===== src/rtl/estacionamiento_pkg.sv =====
`default_nettype none
// ============================================================================
// Module      : estacionamiento_pkg
// Description : Shared state encoding and default timing for the parking-lot
//               direction detector.
// Revision    : 1.0 - initial release
// ============================================================================
package estacionamiento_pkg;

    localparam logic [2:0] c_st_idle = 3'd0;
    localparam logic [2:0] c_st_e1   = 3'd1;
    localparam logic [2:0] c_st_e2   = 3'd2;
    localparam logic [2:0] c_st_e3   = 3'd3;
    localparam logic [2:0] c_st_s1   = 3'd4;
    localparam logic [2:0] c_st_s2   = 3'd5;
    localparam logic [2:0] c_st_s3   = 3'd6;
    localparam logic [2:0] c_st_err  = 3'd7;

    localparam int c_debounce_def = 4;
    localparam int c_timeout_def  = 1000;

    // E* walk street->lot (entry), S* walk lot->street (exit)
    typedef enum logic [2:0] {
        ST_IDLE = c_st_idle,
        ST_E1   = c_st_e1,
        ST_E2   = c_st_e2,
        ST_E3   = c_st_e3,
        ST_S1   = c_st_s1,
        ST_S2   = c_st_s2,
        ST_S3   = c_st_s3,
        ST_ERR  = c_st_err
    } estado_t;

endpackage
`default_nettype wire


===== src/rtl/detector_sentido_sincronizador_antirrebote.sv =====
`default_nettype none
// ============================================================================
// Module      : sincronizador_antirrebote
// Description : 2-FF synchronizer followed by a consecutive-cycle debouncer
//               for one raw photo-barrier input.
// Revision    : 1.0 - initial release
// ============================================================================
module sincronizador_antirrebote #(
    parameter int DEBOUNCE_CYCLES = 4,
    parameter int CNT_W           = 10
) (
    input  logic clk,
    input  logic reset_n,
    input  logic i_raw,
    output logic o_level
);

    localparam logic [CNT_W-1:0] c_cnt_last = CNT_W'(DEBOUNCE_CYCLES - 1);

    logic             r_meta;
    logic             r_sync;
    logic             r_level;
    logic [CNT_W-1:0] r_cnt;

    always_ff @(posedge clk or negedge reset_n) begin
        if (!reset_n) begin
            r_meta <= 1'b0;
            r_sync <= 1'b0;
        end else begin
            r_meta <= i_raw;
            r_sync <= r_meta;
        end
    end

    // The level flips only after DEBOUNCE_CYCLES consecutive disagreeing samples
    always_ff @(posedge clk or negedge reset_n) begin
        if (!reset_n) begin
            r_level <= 1'b0;
            r_cnt   <= '0;
        end else if (r_sync == r_level) begin
            r_cnt   <= '0;
        end else if (r_cnt == c_cnt_last) begin
            r_level <= r_sync;
            r_cnt   <= '0;
        end else begin
            r_cnt   <= r_cnt + CNT_W'(1);
        end
    end

    assign o_level = r_level;

endmodule
`default_nettype wire


===== src/rtl/detector_sentido.sv =====
`default_nettype none
// ============================================================================
// Module      : detector_sentido
// Description : Entry/exit direction detector for two series photo-barriers;
//               emits one-cycle up/down pulses for the occupancy counter.
// Revision    : 1.0 - initial release
// ============================================================================
module detector_sentido
    import estacionamiento_pkg::*;
#(
    parameter int DEBOUNCE_CYCLES = c_debounce_def,
    parameter int TIMEOUT_CYCLES  = c_timeout_def,
    parameter int CNT_W           = 10
) (
    input  logic clk,
    input  logic reset_n,
    input  logic sensor_a,
    input  logic sensor_b,
    output logic up,
    output logic down,
    output logic busy,
    output logic error
);

    localparam logic [CNT_W-1:0] c_tmo_last = CNT_W'(TIMEOUT_CYCLES - 1);

    logic             w_fa;
    logic             w_fb;
    logic [1:0]       w_pair;
    logic             w_in_passage;
    logic             w_up_nxt;
    logic             w_down_nxt;
    estado_t          w_state_nxt;
    estado_t          r_state;
    logic [CNT_W-1:0] r_tmr;
    logic             r_up;
    logic             r_down;
    logic             r_busy;
    logic             r_error;

    sincronizador_antirrebote #(
        .DEBOUNCE_CYCLES (DEBOUNCE_CYCLES),
        .CNT_W           (CNT_W)
    ) u_filtro_a (
        .clk     (clk),
        .reset_n (reset_n),
        .i_raw   (sensor_a),
        .o_level (w_fa)
    );

    sincronizador_antirrebote #(
        .DEBOUNCE_CYCLES (DEBOUNCE_CYCLES),
        .CNT_W           (CNT_W)
    ) u_filtro_b (
        .clk     (clk),
        .reset_n (reset_n),
        .i_raw   (sensor_b),
        .o_level (w_fb)
    );

    assign w_pair       = {w_fa, w_fb};
    assign w_in_passage = (r_state != ST_IDLE) && (r_state != ST_ERR);

    always_comb begin
        w_state_nxt = r_state;
        w_up_nxt    = 1'b0;
        w_down_nxt  = 1'b0;
        unique case (r_state)
            ST_IDLE: begin
                case (w_pair)
                    2'b10:   w_state_nxt = ST_E1;
                    2'b01:   w_state_nxt = ST_S1;
                    2'b11:   w_state_nxt = ST_ERR;
                    default: ;
                endcase
            end
            ST_E1: begin
                case (w_pair)
                    2'b11:   w_state_nxt = ST_E2;
                    2'b00:   w_state_nxt = ST_IDLE;
                    2'b01:   w_state_nxt = ST_ERR;
                    default: ;
                endcase
            end
            ST_E2: begin
                case (w_pair)
                    2'b01:   w_state_nxt = ST_E3;
                    2'b10:   w_state_nxt = ST_E1;
                    2'b00:   w_state_nxt = ST_ERR;
                    default: ;
                endcase
            end
            ST_E3: begin
                case (w_pair)
                    2'b00: begin
                        w_state_nxt = ST_IDLE;
                        w_up_nxt    = 1'b1;
                    end
                    2'b11:   w_state_nxt = ST_E2;
                    2'b10:   w_state_nxt = ST_ERR;
                    default: ;
                endcase
            end
            ST_S1: begin
                case (w_pair)
                    2'b11:   w_state_nxt = ST_S2;
                    2'b00:   w_state_nxt = ST_IDLE;
                    2'b10:   w_state_nxt = ST_ERR;
                    default: ;
                endcase
            end
            ST_S2: begin
                case (w_pair)
                    2'b10:   w_state_nxt = ST_S3;
                    2'b01:   w_state_nxt = ST_S1;
                    2'b00:   w_state_nxt = ST_ERR;
                    default: ;
                endcase
            end
            ST_S3: begin
                case (w_pair)
                    2'b00: begin
                        w_state_nxt = ST_IDLE;
                        w_down_nxt  = 1'b1;
                    end
                    2'b11:   w_state_nxt = ST_S2;
                    2'b01:   w_state_nxt = ST_ERR;
                    default: ;
                endcase
            end
            ST_ERR: begin
                if (w_pair == 2'b00) begin
                    w_state_nxt = ST_IDLE;
                end
            end
            default: w_state_nxt = ST_IDLE;
        endcase

        // A genuine sensor transition wins over an expiring timer
        if (w_in_passage && (w_state_nxt == r_state) && (r_tmr == c_tmo_last)) begin
            w_state_nxt = ST_ERR;
        end
    end

    always_ff @(posedge clk or negedge reset_n) begin
        if (!reset_n) begin
            r_state <= ST_IDLE;
        end else begin
            r_state <= w_state_nxt;
        end
    end

    always_ff @(posedge clk or negedge reset_n) begin
        if (!reset_n) begin
            r_tmr <= '0;
        end else if (!w_in_passage || (w_state_nxt != r_state)) begin
            r_tmr <= '0;
        end else begin
            r_tmr <= r_tmr + CNT_W'(1);
        end
    end

    always_ff @(posedge clk or negedge reset_n) begin
        if (!reset_n) begin
            r_up    <= 1'b0;
            r_down  <= 1'b0;
            r_busy  <= 1'b0;
            r_error <= 1'b0;
        end else begin
            r_up    <= w_up_nxt;
            r_down  <= w_down_nxt;
            r_busy  <= (w_state_nxt != ST_IDLE);
            r_error <= (w_state_nxt == ST_ERR);
        end
    end

    assign up    = r_up;
    assign down  = r_down;
    assign busy  = r_busy;
    assign error = r_error;

endmodule
`default_nettype wire


===== config.mk =====
export PLATFORM = sky130hd
export DESIGN_NAME = detector_sentido
export DESIGN_NICKNAME = d
export VERILOG_FILES = /design/src/rtl/estacionamiento_pkg.sv /design/src/rtl/detector_sentido_sincronizador_antirrebote.sv /design/src/rtl/detector_sentido.sv
export SDC_FILE = /design/constraint.sdc
export NUM_CORES = 1
export LEC_CHECK = 0
export ABC_AREA = 1
export CAP_MARGIN = 15
export CORE_ASPECT_RATIO = 2
export CORE_MARGIN = 2
export CORE_UTILIZATION = 55
export DETAILED_ROUTE_END_ITERATION = 16
export GPL_ROUTABILITY_DRIVEN = 0
export PLACE_DENSITY = 0.8
export SETUP_SLACK_MARGIN = 0.15
export SYNTH_ARGS = -nofsm -noshare
export SYNTH_HDL_FRONTEND = slang
export SYNTH_SLANG_ARGS = --single-unit

===== constraint.sdc =====
create_clock -name clk -period 1.67 [get_ports clk]
set_input_delay 0.501 -clock clk [delete_from_list [all_inputs] [get_ports clk]]
set_output_delay 0.501 -clock clk [all_outputs]
set_load 0.05 [all_outputs]

### Yosys cells after proc, flatten, opt, wreduce, memory -nomap -nowiden

Cells that the tools add are included.

* ROM bits: 0
* word-level logic and storage cells: 67
* memories kept: 0
* bits in writable memories: 0
* output and inout port bits: 4
* bits in latches: 0
* flip-flop bits (word level): 43
* bits of input ports: 4

* add/subtract/negate cells: 3
* $mul: 0
* equality and inequality tests: 19
* bitwise gates (word level): 2
* $lt $le $gt $ge: 0
* muxes and demuxes: 18
* div/mod/pow operators: 0
* reductions and logical operators: 11
* shift-type cells: 0

Operator list (count)
* case mux 3 bit (3 select lines): 7
* 2-to-1 mux 10 bit: 5
* adder 10 x 1 -> 10 bit, second input constant: 3
* case mux 3 bit (8 select lines): 1
* equality test 10 x 2 -> 1 bit, second input constant: 2
* equality test 3 bit, second input constant: 5
* equality test 10 bit, second input constant: 1
* equality test 3 x 2 -> 1 bit, second input constant: 2
* 2-to-1 mux 3 bit: 2
* nonzero test 3 bit: 2
* equality test 2 bit, second input constant: 2
* AND reduction 2 bit: 2
* equality test 3 x 1 -> 1 bit, second input constant: 1
* equality test 3 bit: 1
* logical AND 1 bit: 3
* logical NOT 3 bit: 1
* 2-to-1 mux 1 bit: 3
* inequality test 3 bit: 1
* inequality test 3 bit, second input constant: 1
* equality test 1 bit: 2
* equality test 2 x 1 -> 1 bit, second input constant: 1
* logical NOT 2 bit: 1
* NOT 1 bit: 2
* logical NOT 1 bit: 1
* logical OR 1 bit: 1

### Longest topological paths before layout

Gate-level depths: netlist of the first run.

* depth in word-level cells: 10
* gate-level depth with buffers: 16
* depth with buffers taken out: 15

### By module

From an unflattened synthesis of the first run, not the netlist that was laid out.

* cell total of the unflattened synthesis: 290
* area total of the unflattened synthesis: 2402.3 um^2

By module, submodules not included
* sincronizador_antirrebote: instances 2, seq. area each 325.3 um^2, area an instance 634.4 um^2, cells an instance 76
* detector_sentido: instances 1, seq. area each 425.4 um^2, area an instance 1133.6 um^2, cells an instance 138

### Least setup slack after synthesis of the first run

OpenSTA, ideal clock, no wires.

* kind: register -> register
* start point: register r_tmr[0]
* end point: register r_tmr[4]
* cell stages (with the launch flop): 13
* period minus slack after synthesis: 1686 ps
* data required time: 1548 ps
* slack: -16 ps
* data arrival time: 1564 ps
* buffers on the path: 0
* cell sequence: dfrtp_1 > ha_1 > nand2_1 > inv_2 > nand3_1 > nor3_1 > nand2_1 > nor2_4 > nand4_4 > nand3_2 > nand2_2 > nand2_8 > nor2_2

* word-level cells in the longest chain between the ends: 6

Ends and longest elaborated chain
* from (decl): line detector_sentido.sv:35 `logic [CNT_W-1:0] r_tmr;`
* from (signal assigned): line detector_sentido.sv:159 `r_tmr <= r_tmr + CNT_W'(1);`
* equality test 10 bit: line detector_sentido.sv:140 `if (w_in_passage && (w_state_nxt == r_state) && (r_tmr == c_tmo_last)) begin`
* logical AND 1 bit: line detector_sentido.sv:140
* 2-to-1 mux 3 bit: line detector_sentido.sv:140
* inequality test 3 bit: line detector_sentido.sv:156 `end else if (!w_in_passage || (w_state_nxt != r_state)) begin`
* logical OR 1 bit: line detector_sentido.sv:156
* 2-to-1 mux 10 bit (*): line detector_sentido.sv:156

Mark *: on every way between the ends. The rest lies on a longest branch, timed or not.
A chain may end at the register's enable or synchronous reset.

### Worst setup path in the final report of the first run

* start point: register r_state[1]
* end point: register r_tmr[9]

* word-level cells in the longest chain between the ends: 9

Ends and longest elaborated chain
* from (decl): line detector_sentido.sv:34 `estado_t r_state;`
* from (signal assigned): line detector_sentido.sv:149 `r_state <= w_state_nxt;`
* case mux 3 bit (3 select lines) (tied with other cells): line detector_sentido.sv:121 `case (w_pair)`
* case mux 3 bit (8 select lines): line detector_sentido.sv:68 `unique case (r_state)`
* equality test 3 bit: line detector_sentido.sv:140
* logical AND 1 bit (2 in series): line detector_sentido.sv:140
* 2-to-1 mux 3 bit: line detector_sentido.sv:140
* inequality test 3 bit: line detector_sentido.sv:156
* logical OR 1 bit (*): line detector_sentido.sv:156
* 2-to-1 mux 10 bit (*): line detector_sentido.sv:156

Marks and branches as above.

==> summary.txt, run 1 <==
Pwr
  – Internal: 2.84 mW
  – Psw: 2.50 mW
  – Sequential share of power: 0.274
  – PD cells: around 1700 mW/mm^2
  – Peak VDD IR: 0.00138 V
  – Total power: about 5.3 mW
  – Pleak: around 1.4 nW
  – Gate power share: 0.606
  – Switch share: 0.468
  – Clock power share: 0.121

Critical path
  – Kind of critical path: flop to flop
  – Worst EP arrival: 2.04 ns
  – CP required: 1.89 ns
  – CP Launch Type: flop
  – Element type at the critical path end: flop
  – Worst-path maximum fanout: 6

Clock tree
  – Clk buf depth: 2
  – # clock sinks: 43
  – Hold buffer count at CTS: 0
  – Clk Latency, worst-skew pair: 0.29 ns
  – CTS root buf: clkbuf_8
  – H-tree levels: 2
  – TritonCTS Buffers: 5
  – Clk slew on worst S/H paths: about 0.07 ns
  – TritonCTS clock tree: done

STA
  – Part of the cycle the worst path needs: 1.09
  – Final count of hold timing violations: 0
  – Final Worst Setup Slack: -0.153 ns
  – Rel. slew slack: 0.708
  – RSZ-0062 raised after global routing: true
  – Post-Route Skew: 0.00300 ns
  – Min cycle time layout: 1.82 ns
  – Max-slew violation count: 0
  – Final setup viols: 10
  – F_max: between 500 and 600 MHz
  – Worst-margin pin slew: roughly 0.44 ns

Logic synthesis
  – Post-synthesis sequential area ratio: 0.453
  – Cell variety after synth: 35
  – Count of state elements after synthesis: 43
  – Synth Area per Inst: 8.54 sq um
  – Netlist Area Pre-Place: approximately 0.0024 sq mm
  – Mapped Cells: about 280
  – Top cells by area, synth: dfrtp_1 (45%), nand2_1 (8.2%), nor2_1 (5.7%)
  – Yosys top cell area share: 0.453
  – Largest area contributor in the netlist: dfrtp_1
  – Synth Net Count: approximately 290
  – Synth Warn #: 0

Routing
  – DR vias/cell: 5.33
  – DRC: 0
  – Routed WL: 5090 microns
  – Initial DRT Pass Iterations: 5
  – Vias: slightly above 2000
  – Final ANT Viol Nets: 0
  – DR WL/cell: 13.4 microns
  – Iteration-0 DRC Markers: 34

Cells and area
  – Antenna fix cells: 0
  – Commonest non-fill, non-tap cells in the layout: nand2_1 (44), dfrtp_1 (38), buf_4 (36), nor2_1 (28), inv_1 (23)
  – Layout fillers: 271
  – Design Area, Final: 0.00311 sq mm
  – P&R area growth vs syn: 30.8%
  – Layout Nets: between 300 and 400
  – Fraction of layout instances using a drive strength above 1: 0.383
  – Most common cell after layout, fill and taps aside: nand2_1

Outcome
  – Status: finished with violations
  – Violated checks: setup timing

Global route
  – Aggregate global-route resource usage: 0.225
  – Initial antenna violation count: 0
  – Pin count of the biggest net entering global routing: 26
  – First-pass GRT wire length: around 8600 microns
  – GRT Residual Overflow: 0
  – Vias in the first global route: 2031

Placement
  – Input/output buffers: 7
  – Detailed placement HPWL: 3480 microns
  – Dpl cell area: 0.00274 sq mm

Hold path
  – Hold Path Class: primary input to asynchronous set/reset pin

Floorplan
  – Die Height: 96.9 microns
  – Core area: 0.00413 sq mm
  – Initial Utilization: 0.575
  – Cell row count: 33
  – Die footprint: between 0.004 and 0.005 sq mm
  – Die X: 50.5 microns
  – IO Pins: 8

Flow run
  – Maxcap violations: 0
[registers in the layout, summed over array words and instances, names as in the netlist]
signal / cells
u_filtro_a.r_sync: 1
u_filtro_b.r_cnt: 10
u_filtro_b.r_meta: 1
r_state: 3
u_filtro_a.r_cnt: 10
busy: 1
up: 1
u_filtro_a.o_level: 1
u_filtro_a.r_meta: 1
u_filtro_b.r_sync: 1
error: 1
down: 1
r_tmr: 10
u_filtro_b.o_level: 1
[routing by layer]
| layer | wire (microns) | vias to the layer above | global-route usage | share of wire |
|---|---|---|---|---|
| li1 | - | 1002 | - | - |
| met1 | 1900 | 974 | 0.242 | 0.37 |
| met2 | 2880 | 40 | 0.415 | 0.57 |
| met3 | 119 | 16 | 0.0247 | 0.023 |
| met4 | 196 | 0 | 0.110 | 0.039 |
| met5 | 0 | - | 0 | 0 |
[worst paths after layout]
kind,start,end,slack (ns),cells past startpoint
max reg2reg,r_state[1],r_tmr[9],-0.15,12
max,r_state[1],r_tmr[9],-0.15,12
max in group asynchronous,reset_n,r_tmr[0],1.05,2
min in group clk,u_filtro_b.r_meta,u_filtro_b.r_sync,0.35,0
min reg2reg,u_filtro_b.r_meta,u_filtro_b.r_sync,0.35,0
min,reset_n,down,0.15,1
[logic make-up after synthesis]
kind of cell	share of synthesized area
AO/OA/AOI/OAI	0.0538
XOR/XNOR	0.0480
adder cells (fa/ha/maj)	0.0158
buffers and inverters	0.0749
flip-flops	0.453
multiplexers	0.00474
AND/OR/NAND/NOR	0.350
[layout make-up]
class | instances | area (sq um) | area share
flip-flops and latches | 43 | 1080 | 0.349
inverters | 32 | 143 | 0.0459
well taps | 52 | 65.1 | 0.0210
clock inverters | 1 | 5.00 | 0.00161
repair buffers | 47 | 429 | 0.138
clock buffers | 6 | 82.6 | 0.0266
multi-input cells | 200 | 1300 | 0.418
[synth_stat cells]
cell,count
inv_2,4
o31ai_1,1
a21oi_4,1
ha_1,3
nor3_1,10
and3_1,1
buf_6,3
nor4_1,3
buf_4,1
nor3b_1,5
a21oi_2,1
clkinv_2,1
o21ai_0,5
nor2_2,11
nand2_1,52
xnor2_1,4
inv_1,23
inv_4,2
nor2_4,2
nor2_1,36
xor2_1,9
inv_6,2
mux2_2,1
a21o_1,1
nand3_2,5
o22ai_1,1
nand2_8,1
nand2_4,1
a21oi_1,9
nand4_4,1
nand2_2,8
nand4_1,10
nand3_1,16
dfrtp_1,43
o21bai_2,1
[worst max-delay path: stages (launching register included)]
cell,delay [ns]
dfrtp_2,0.47
buf_4,0.18
nor2_1,0.20
a21oi_4,0.09
nand3_2,0.09
nand2_2,0.06
nand2_2,0.09
nor2_2,0.05
o21bai_2,0.14
nand2_2,0.09
inv_4,0.12
nand2_8,0.08
nor2_2,0.09
[power by group through the flow]
stage | clock, mW | sequential [mW] | combinational, mW
2_1_floorplan | 0 | 1.38 | 1.81
3_3_place_gp | 0 | 1.45 | 2.45
3_5_place_dp | 0 | 1.46 | 2.47
4_1_cts | 0.652 | 1.45 | 2.83
5_1_grt | 0.704 | 1.48 | 3.51
6_report | 0.643 | 1.46 | 3.23
[what timing repair did]
action	4_1_cts	5_1_grt
buffers inserted	4	7
pin swaps	3	2
endpoints found under the setup margin	15	19
resized for setup	28	21
cloned	1	0
[stage by stage]
| step | cells | setup TNS (ns) | worst slack [ns] | util | hold slack [ns] |
|---|---|---|---|---|---|
| 5_1_grt | 381 | -2.28 | -0.241 | 0.752 | 0.176 |
| 3_3_place_gp | 362 | -2.07 | -0.201 | 0.663 | 0.334 |
| 4_1_cts | 374 | -0.267 | -0.0387 | 0.717 | 0.160 |
| 2_1_floorplan | 278 | 0 | 0.0321 | - | 0.205 |
| 6_report | 381 | -1.36 | -0.153 | 0.752 | 0.145 |
| 3_5_place_dp | 362 | -2.05 | -0.200 | 0.663 | 0.335 |
Note: power is estimated with default switching activity, not from simulation.
==> run 2: changes to the inputs <==
--- a/config.mk
+++ b/config.mk
@@ -6,7 +6,7 @@
 export NUM_CORES = 1
 export LEC_CHECK = 0
 export ABC_AREA = 1
-export CAP_MARGIN = 15
+export CAP_MARGIN = 20
 export CORE_ASPECT_RATIO = 2
 export CORE_MARGIN = 2
 export CORE_UTILIZATION = 55
==> results of run 2 <==
Final layout, timing and power as in run 1 (identical DEF).
==> run 3: changes to the inputs <==
--- a/config.mk
+++ b/config.mk
@@ -12,6 +12,7 @@
 export CORE_UTILIZATION = 55
 export DETAILED_ROUTE_END_ITERATION = 16
 export GPL_ROUTABILITY_DRIVEN = 0
+export HOLD_SLACK_MARGIN = 0.1
 export PLACE_DENSITY = 0.8
 export SETUP_SLACK_MARGIN = 0.15
 export SYNTH_ARGS = -nofsm -noshare
==> results of run 3 <==
Final layout, timing and power as in run 1 (identical DEF).
